===== src/rtl/matmul_sequencer.sv =====
// matmul_sequencer: walks i/j/k for one N x N signed matrix multiply C = A x B.
// It reads A and B from single-port banks, multiply-accumulates with a one-cycle
// read pipeline, writes one C element every N+2 cycles and then pulses done.
//
// Strobe semantics: a bank read is issued in any cycle where mem_x_rd_en=1, and
// its data is valid on mem_x_rdata in the following cycle. A C write happens in
// any cycle where mem_c_wr_en=1. Addresses and write data are meaningful only
// while their strobe is high. The banks never back-pressure. Read and write
// strobes are never high in the same cycle.
module matmul_sequencer #(
    parameter int N      = 64,
    parameter int ADDR_W = 12,
    parameter int DATA_W = 8,
    parameter int ACC_W  = 22
) (
    input  logic              clk,
    input  logic              rstn,          // active-high synchronous reset
    input  logic              start,
    output logic              busy,
    output logic              done,
    output logic              mem_a_rd_en,
    output logic [ADDR_W-1:0] mem_a_addr,
    input  logic [DATA_W-1:0] mem_a_rdata,
    output logic              mem_b_rd_en,
    output logic [ADDR_W-1:0] mem_b_addr,
    input  logic [DATA_W-1:0] mem_b_rdata,
    output logic              mem_c_wr_en,
    output logic [ADDR_W-1:0] mem_c_addr,
    output logic [ACC_W-1:0]  mem_c_wdata,
    output logic [2:0]        o_dbg_state
);

    localparam int IDX_W = $clog2(N);
    localparam logic [IDX_W-1:0] IDX_MAX = IDX_W'(N - 1);

    typedef enum logic [2:0] {
        S_IDLE  = 3'd0,
        S_RUN   = 3'd1,
        S_DRAIN = 3'd2,
        S_WRITE = 3'd3,
        S_DONE  = 3'd4
    } state_t;

    state_t                   r_state;
    state_t                   w_next;
    logic [IDX_W-1:0]         r_i;
    logic [IDX_W-1:0]         r_j;
    logic [IDX_W-1:0]         r_k;
    logic                     r_pv;      // read data returning this cycle
    logic [IDX_W-1:0]         r_pk;      // k of the returning read
    logic signed [ACC_W-1:0]  r_acc;

    logic                     w_last_k;
    logic                     w_last_ij;
    logic signed [2*DATA_W-1:0] w_prod;
    logic signed [ACC_W-1:0]  w_prod_ext;

    assign w_last_k  = (r_k == IDX_MAX);
    assign w_last_ij = (r_i == IDX_MAX) && (r_j == IDX_MAX);

    // N is a power of two, so r*N+c is just the concatenation {r, c}.
    assign mem_a_addr  = ADDR_W'({r_i, r_k});
    assign mem_b_addr  = ADDR_W'({r_k, r_j});
    assign mem_c_addr  = ADDR_W'({r_i, r_j});
    assign mem_c_wdata = r_acc;
    assign o_dbg_state = r_state;

    // Full-precision signed product, sign-extended to the accumulator width.
    assign w_prod     = $signed(mem_a_rdata) * $signed(mem_b_rdata);
    assign w_prod_ext = ACC_W'(w_prod);

    // State register.
    always_ff @(posedge clk) begin
        if (rstn) begin
            r_state <= S_IDLE;
        end else begin
            r_state <= w_next;
        end
    end

    // Next-state and Moore outputs decoded from the current state.
    always_comb begin
        w_next      = r_state;
        busy        = 1'b0;
        done        = 1'b0;
        mem_a_rd_en = 1'b0;
        mem_b_rd_en = 1'b0;
        mem_c_wr_en = 1'b0;
        case (r_state)
            S_IDLE: begin
                if (start) begin
                    w_next = S_RUN;
                end
            end
            S_RUN: begin
                busy        = 1'b1;
                mem_a_rd_en = 1'b1;
                mem_b_rd_en = 1'b1;
                if (w_last_k) begin
                    w_next = S_DRAIN;
                end
            end
            S_DRAIN: begin
                busy   = 1'b1;
                w_next = S_WRITE;
            end
            S_WRITE: begin
                busy        = 1'b1;
                mem_c_wr_en = 1'b1;
                w_next      = w_last_ij ? S_DONE : S_RUN;
            end
            S_DONE: begin
                done   = 1'b1;
                w_next = S_IDLE;
            end
            default: begin
                w_next = S_IDLE;
            end
        endcase
    end

    // Loop counters: k steps every RUN cycle, j/i advance once per written element.
    always_ff @(posedge clk) begin
        if (rstn) begin
            r_i <= '0;
            r_j <= '0;
            r_k <= '0;
        end else begin
            case (r_state)
                S_IDLE: begin
                    r_i <= '0;
                    r_j <= '0;
                    r_k <= '0;
                end
                S_RUN: begin
                    r_k <= r_k + 1'b1;
                end
                S_WRITE: begin
                    r_k <= '0;
                    if (r_j == IDX_MAX) begin
                        r_j <= '0;
                        r_i <= r_i + 1'b1;
                    end else begin
                        r_j <= r_j + 1'b1;
                    end
                end
                default: begin
                end
            endcase
        end
    end

    // Read pipeline tag: marks the cycle in which bank data returns, and its k.
    always_ff @(posedge clk) begin
        if (rstn) begin
            r_pv <= 1'b0;
            r_pk <= '0;
        end else begin
            r_pv <= (r_state == S_RUN);
            r_pk <= r_k;
        end
    end

    // Accumulator: restarts on k=0 data, wraps modulo 2^ACC_W otherwise.
    always_ff @(posedge clk) begin
        if (rstn) begin
            r_acc <= '0;
        end else if (r_pv) begin
            if (r_pk == '0) begin
                r_acc <= w_prod_ext;
            end else begin
                r_acc <= r_acc + w_prod_ext;
            end
        end
    end

endmodule


===== config.mk =====
export PLATFORM = sky130hd
export DESIGN_NAME = matmul_sequencer
export DESIGN_NICKNAME = d
export VERILOG_FILES = /design/src/rtl/matmul_sequencer.sv
export SDC_FILE = /design/constraint.sdc
export NUM_CORES = 1
export LEC_CHECK = 0
export BUFFER_PORTS_ARGS = -buffer_cell sky130_fd_sc_hd__buf_2
export CORE_MARGIN = 2
export CORE_UTILIZATION = 64
export CTS_CLUSTER_DIAMETER = 120
export DETAILED_ROUTE_END_ITERATION = 7
export GPL_ROUTABILITY_DRIVEN = 0
export PLACE_DENSITY = 0.88
export SLEW_MARGIN = 20
export SYNTH_ARGS = -nofsm -noshare
export SYNTH_HDL_FRONTEND = slang
export SYNTH_SLANG_ARGS = --single-unit

===== constraint.sdc =====
create_clock -name clk -period 9.7 [get_ports clk]
set_clock_uncertainty 0.15 [all_clocks]
set_input_delay 0 -clock clk [delete_from_list [all_inputs] [get_ports clk]]
set_output_delay 0 -clock clk [all_outputs]
set_load 0.01 [all_outputs]

* Yosys cells after proc, flatten, opt, wreduce, memory -nomap -nowiden
Cells that the tools add are included.
** Operators by class
- Add/sub/neg operators :: 4
- $mul :: 1
- Equality and inequality tests :: 10
- Mux-type cells :: 14
- Reductions and logical operators :: 9
** Operators by type and width (count)
- $pmux 6 s2 :: 3
- $add 22x16->22 :: 1
- $mux 22 :: 1
- $add 6x1->6 const B :: 3
- $eq 6x6->1 const B :: 3
- $mul 8x8->16 :: 1
- $mux 6 :: 2
- $pmux 3 s4 :: 1
- $mux 3 :: 3
- $eq 3x2->1 const B :: 2
- $logic_not 6->1 :: 1
- $ne 2x2->1 const B :: 3
- $mux 1 :: 4
- $reduce_and 2->1 :: 2
- $reduce_bool 2->1 :: 2
- $eq 3x1->1 const B :: 1
- $eq 3x3->1 const B :: 1
- $logic_not 3->1 :: 1
- $reduce_or 3->1 :: 1
- $reduce_or 2->1 :: 1
- $logic_and 1x1->1 :: 1
** Word-level totals
- Bits in registers :: 50
- Input port bits :: 19
- Output and inout bits :: 66
- Word-level logic and storage cells :: 45

* Depth between registers and ports, before layout
Gate-level depths: netlist (run 1).
- Word-level depth :: 4
- Mapped depth :: 25
- Mapped depth without buffers :: 25

* Worst setup path before layout (run 1)
Ideal clock, no wire load.
- Path type :: input to register
- Start :: input mem_a_rdata[7]
- End :: register r_acc[20] (netlist: mem_c_wdata[20])
- Library setup time :: 0.134 ns
- Arrival :: 5.434 ns
- Data required time :: 9.416 ns
- Path slack :: 3.983 ns
- Stages :: 24
- Path buffers :: 0
- Path through :: and2_1 fa_1 inv_1 fa_1 inv_1 fa_1 inv_1 fa_1 inv_1 ha_1 a21o_1 a21oi_2 o31ai_4 o31ai_4 xnor2_4 inv_1 ha_1 nand4_1 nor2_1 o31ai_1 o31ai_2 a41oi_2 mux2i_1 o22ai_1
** On the way
- Longest elaborated chain between the ends :: 3
** Ends and longest elaborated chain
- from (decl) :: line 23 : input logic [DATA_W-1:0] mem_a_rdata,
- $mul 8x8->16 (*) :: line 69 : assign w_prod = $signed(mem_a_rdata) * $signed(mem_b_rdata);
- $add 22x16->22 :: line 172 : r_acc <= r_acc + w_prod_ext;
- $mux 22 (*) :: line 169 : if (r_pk == '0) begin
- to (signal assigned) :: line 170 : r_acc <= w_prod_ext;
- to (signal assigned) :: line 172
- to (decl) :: line 51 : logic signed [ACC_W-1:0] r_acc;
Mark *: on every way between the ends. The rest lies on a longest branch, timed or not.
A chain may end at the register's enable or synchronous reset.

* Final worst setup path (run 1)
- Start :: input mem_b_rdata[4]
- End :: register r_acc[20] (netlist: mem_c_wdata[20])
** On the way
- Longest elaborated chain between the ends :: 3
** Ends and longest elaborated chain
- from (decl) :: line 26 : input logic [DATA_W-1:0] mem_b_rdata,
- $mul 8x8->16 (*) :: line 69
- $add 22x16->22 :: line 172
- $mux 22 (*) :: line 169
Marks and branches as above.

==> results of run 1 <==
critical path, cell delays in order:
cell and delay (ns):
buf_2 0.15, and2_1 0.19, fa_1 0.70, inv_1 0.14, fa_1 0.55, inv_1 0.05, fa_1 0.53, inv_1 0.05
fa_1 0.52, inv_1 0.04, ha_1 0.34, a21o_1 0.19, a21oi_2 0.18, o31ai_4 0.11, o31ai_4 0.27, xnor2_4 0.21
inv_1 0.22, ha_1 0.36, nand4_1 0.16, nor2_1 0.09, o31ai_1 0.24, o31ai_2 0.17, a41oi_2 0.25, mux2i_1 0.22
o22ai_1 0.10
routing by layer:
metal | vias to the layer above | part of all wire, % | routed length, um | track usage, %
met5 | - | 0 | 0 | 0
met4 | 0 | 2.2 | 282 | 8.64
met3 | 27 | 3.7 | 472 | 2.92
met2 | 135 | 50 | 6270 | 41.9
met1 | 2394 | 44 | 5600 | 34.8
li1 | 2431 | - | - | -
area by class of cell:
cell class / instances / area (um2)
Clock inverter: 3 / 43.8
Inverter: 97 / 364
Tap cell: 111 / 139
Multi-Input combinational cell: 518 / 4330
Fill cell: 720 / 2720
Clock buffer: 5 / 68.8
Timing Repair Buffer: 86 / 438
Sequential cell: 50 / 1000
where the power goes:
group	leakage [nW]	total (mW)	internal, mW	switching (mW)
clock network	0.0585	0.154	0.0775	0.0765
registers	0.406	0.235	0.220	0.0150
logic	2.73	1.72	0.693	1.02
total	3.19	2.11	0.991	1.11
registers in the layout (all words and copies together) (netlist names):
signal       cells
mem_c_wdata     22
r_i              6
r_j              6
r_k              6
r_pk             6
o_dbg_state      3
r_pv             1
worst paths after layout:
kind / from / end / slack [ns] / cells after the start
setup / recovery: mem_b_rdata[4] / mem_c_wdata[20]$_SDFFE_PP0P_ / 3.67 / 25
hold / removal: mem_a_rdata[0] / mem_c_wdata[0]$_SDFFE_PP0P_ / 0.04 / 4
setup reg to reg: mem_c_wdata[0]$_SDFFE_PP0P_ / mem_c_wdata[20]$_SDFFE_PP0P_ / 6.79 / 10
hold reg to reg: mem_c_wdata[19]$_SDFFE_PP0P_ / mem_c_wdata[19]$_SDFFE_PP0P_ / 0.35 / 2
metrics by stage:
step,instances,hold WS (ns)
finish,870,0.0414
global route,870,0.0539
CTS,870,0.0412
detailed placement,861,0.250
global placement,861,0.207
floorplan,702,0.0239
cells in the final DEF (no fill, tap or decap), types with 18 or more instances in the layout:
| cell | count |
|---|---|
| buf_2 | 84 |
| dfxtp_1 | 50 |
| nor2_1 | 53 |
| fa_1 | 56 |
| nand2_1 | 60 |
| and2_1 | 46 |
| inv_1 | 97 |
| xnor2_1 | 20 |
| ha_1 | 54 |
| a21oi_1 | 28 |
| o21ai_0 | 18 |
cells by family after synthesis:
kind of cell | Yosys count
buffers and inverters | 134
adders and majority gates | 110
DFF | 50
AOI/OAI and AO/OA | 130
xor gates and xnor gates | 35
and+or+nand+nor | 239
muxes | 4
what timing repair did:
action	CTS	global route
endpoints found under the hold margin	3	0
hold buffers	1	0
setup buffers	0	0
==> results.cfg, run 1 <==
[yosys]
synth_compound_area_share_pct = 16.3
ys_types = 65
yosysWarnings = 0
muxShareOfSynthArea_pct = 0.673
avgSynthCellArea_um2 = 8.47
synth_commonest_cells = inv_1 (97), nand2_1 (60), fa_1 (56), ha_1 (54), nor2_1 (53)
syn_inst = 702
synthXorXnorAreaFrac_pct = 5.47
yosys.area_share.simple_pct = 20.2
yosysTopAreaCell = fa_1
synth_top_family_by_area = adder cells
synth_nets = 831
yosysMostFrequentCell = inv_1
async_flop_share_pct = 0
yosys-top-cells-area = fa_1 (19%), dfxtp_1 (17%), ha_1 (11%)
synth_top_flop_cell = dfxtp_1
netlist_area_um2 = 5950
ys_seq_elements = 50
ys_seq_area_share_pct = 16.8
synth_top_area_share_pct = 18.8
synth_edf_count = 0
synth-adder-area-share_pct = 30.2

[sta]
setup_slack_ns = 3.67
hold_viol_final = 0
tightest_slew_ns = 1.02
rsz0062_at_grt = no
max_clock_freq_mhz = 166
maxSlewHeadroom_pct = 32.2
setup_viol_count_final = 0
layout_min_cycle_time_ns = 6.03
slew_violations = 0
post-route-period-util_pct = 62.2
setup_tns_ns = 0

[global_route]
antenna_found_initial = 0
globalRouteTotalUtil_pct = 25.4
grt_pass1_wl_um = 21100
grt_max_degree = 43
gr-total-overflow = 0
grt_pass1_vias = 4758

[critical_path]
cp.arrival_ns = 6.05
required_ns = 9.72
cp_max_fo = 8
criticalPathCategory = in2reg
critPathLaunchType = primary input
critPathCaptureType = flip-flop

[placement]
dpl_cell_area_um2 = 6270
place_ws_ns = 3.34
hpwl_um = 10100
port_buffers = 84

[pwr]
power_mw = 2.11
power.static_leakage_nw = 3.19
peakVddDrop_mv = 0.237
powerDensity_nw_per_um2 = 330

[route]
wl_per_cell_um = 14.5
viasPerCell = 5.73
antenna_left = 0
route.detailed.drc = 0
vias = 4987
first_iter_violations = 324
wirelength_um = 12600
drt_pass1_iterations = 5

[floorplan]
io_pins = 85
initial_core_util_pct = 65.3
fp.dieW_um = 100
num_rows = 35
dieArea_um2 = 10100
core_um2 = 9110
dieHeight_um = 100

[final_layout]
layout.nets = 887
final_util_pct = 70.1
area_growth_pct = 7.40
antenna_cells = 0
fin_area_um2 = 6390
drive_gt1_share_pct = 15.3

[outcome]
outcome = finished clean

[job]
maxCapViolCount = 0

[clock_tree]
clkTransAtPathRegs_ns = 0.10
htree_num_levels = 2
cts-buffers-inserted = 5
tritoncts = yes
ctsResizeCount = 0
clock_sinks = 50
clock_path_buffers = 2
clkLatencyLatePin_ns = 0.31
cts-root-buf = clkbuf_8

[hold_path]
hold_path.class = in2reg
(Power assumes the default switching activity.)
==> run 2, diff against run 1 <==
Settings changed: CORE_UTILIZATION 64 to 59, PLACE_DENSITY 0.88 to 0.82.
Clock period 9.7 ns to 5.6 ns, I/O delays scaled along.
==> results.cfg, run 2 (synthesis results as in run 1) <==
[final_layout]
area_growth_pct = 19.5
antenna_cells = 0
stdcell_count = 962
final_common_cell = inv_1
fillers = 730
layout.cells.most_common_list = inv_1 (93), buf_2 (84), buf_4 (69)
multiInputGateArea_um2 = 4510
drive_gt1_share_pct = 25.9
layout.nets = 957
register_area_um2 = 1000
largest_reg_flops = 22

[critical_path]
cp_slowest_cell = fa_1
criticalPathCategory = in2reg
crit_chain = buf_2 -> and2_1 -> fa_1 -> inv_1 -> fa_1 -> inv_1 -> fa_1 -> inv_1 -> fa_1 -> inv_1 -> ha_4 -> a21oi_2 -> o21bai_2 -> a2111o_1 -> a41oi_2 -> xnor2_2 -> ha_1 -> nor2b_1 -> o21a_1 -> o31ai_4 -> o31ai_4 -> a41oi_2 -> mux2i_1 -> o22ai_1
critPathCaptureType = flip-flop
critPathLaunchType = primary input
required_ns = 5.63
max_stage_delay_ns = 0.54
cp_max_fo = 4
cp.arrival_ns = 5.50

[job]
maxCapViolCount = 0

[global_route]
globalRouteTotalUtil_pct = 26.1
grt_pass1_vias = 5250
grt_max_degree = 43
antenna_found_initial = 0
grt_pass1_wl_um = 23900
gr-total-overflow = 0

[placement]
dp.cells = 948
hpwl_um = 11400
port_buffers = 84

[sta]
maxSlewHeadroom_pct = 39.1
slew_violations = 0
hold_viol_final = 0
post-route-period-util_pct = 97.7
max_clock_freq_mhz = 183
tightest_slew_ns = 0.911
layout_min_cycle_time_ns = 5.47
setup_viol_count_final = 0
setup_tns_ns = 0

[pwr]
power_mw = 4.76
power.static_leakage_nw = 3.54
peakVddDrop_mv = 0.548
powerDensity_nw_per_um2 = 670

[floorplan]
dieHeight_um = 104
fp.dieW_um = 104
num_rows = 36
initial_core_util_pct = 60.9
dieArea_um2 = 10900
core_um2 = 9770
io_pins = 85

[clock_tree]
htree_num_levels = 2
clock_sinks = 50
clkLatencyLatePin_ns = 0.32
clkTransAtPathRegs_ns = 0.10
cts-buffers-inserted = 5
cts-root-buf = clkbuf_8
tritoncts = yes
clock_path_buffers = 2

[route]
drt_pass1_iterations = 5
antenna_left = 0
route.detailed.drc = 0
viasPerCell = 5.65
wirelength_um = 14500
wl_per_cell_um = 15.0
first_iter_violations = 257
vias = 5436

[outcome]
outcome = finished clean

[hold_path]
hold_path.class = in2reg
## run 2: changes by cell type in the layout (fill, tap and decap cells not counted), sizes merged
cell	previous run	this run
buf	85	155
bufinv	1	0
clkinv	1	0
clkinvlp	0	1
inv	98	99
## run 2: timing repair
item                                   CTS  global route
gates resized for setup                  3            28
pin swaps                                1            19
setup buffers                            0             4
cloned                                   0             0
endpoints found under the hold margin    3             0
setup endpoints to repair                3             6
hold buffers                             1             0
## run 2: final cells by class
type,instances,share of cell area (%)
Sequential cell,50,14.1
Timing Repair Buffer,156,13.7
Clock buffer,5,0.968
Multi-Input combinational cell,518,63.4
Clock inverter,3,0.387
Tap cell,133,2.34
Inverter,97,5.12
## run 2: final timing paths
path                                                   from                      endpoint  slack, ns  cells after the start
worst min register to register          r_i[1]$_SDFFE_PP0P_           r_i[1]$_SDFFE_PP0P_       0.36                      2
worst min-delay path                                   rstn           r_j[4]$_SDFFE_PP0N_       0.06                      2
worst max register to register  mem_c_wdata[0]$_SDFFE_PP0P_  mem_c_wdata[14]$_SDFFE_PP0P_       2.69                     10
worst max-delay path                         mem_a_rdata[3]  mem_c_wdata[20]$_SDFFE_PP0P_       0.13                     24
## run 2: worst max-delay path: cells and delay by family
family                     cells  cell delay [ns]
AOI/OAI and AO/OA              9             1.83
muxes                          1             0.23
buffers and inverters          5             0.37
and+or+nand+nor                2             0.31
adders and majority gates      6             2.66
xor gates and xnor gates       1             0.11
## run 2: metal layers
| metal | routed length [um] | part of all wire (%) | global-route usage, % |
|---|---|---|---|
| met4 | 289 | 2.0 | 6.66 |
| met2 | 7210 | 50 | 45.0 |
| met5 | 0 | 0 | 0 |
| met3 | 763 | 5.3 | 3.82 |
| met1 | 6210 | 43 | 34.4 |
## run 2: power by group
group / internal (mW) / total (mW) / switching [mW]
logic: 1.90 / 4.12 / 2.21
registers: 0.382 / 0.409 / 0.0274
clock network: 0.0930 / 0.235 / 0.142
total: 2.38 / 4.76 / 2.38
## run 2: stage by stage
stage,instance area (um2),utilization (%),setup slack (ns),hold WS [ns]
after floorplan,5960,-,0.0579,0.0239
after global placement,6800,69.5,-0.164,0.210
after detailed placement,6800,69.5,-0.370,0.253
after CTS,6920,70.8,0.0103,0.0563
after global routing,7110,72.7,-0.0501,0.0707
final,7110,72.7,0.130,0.0579
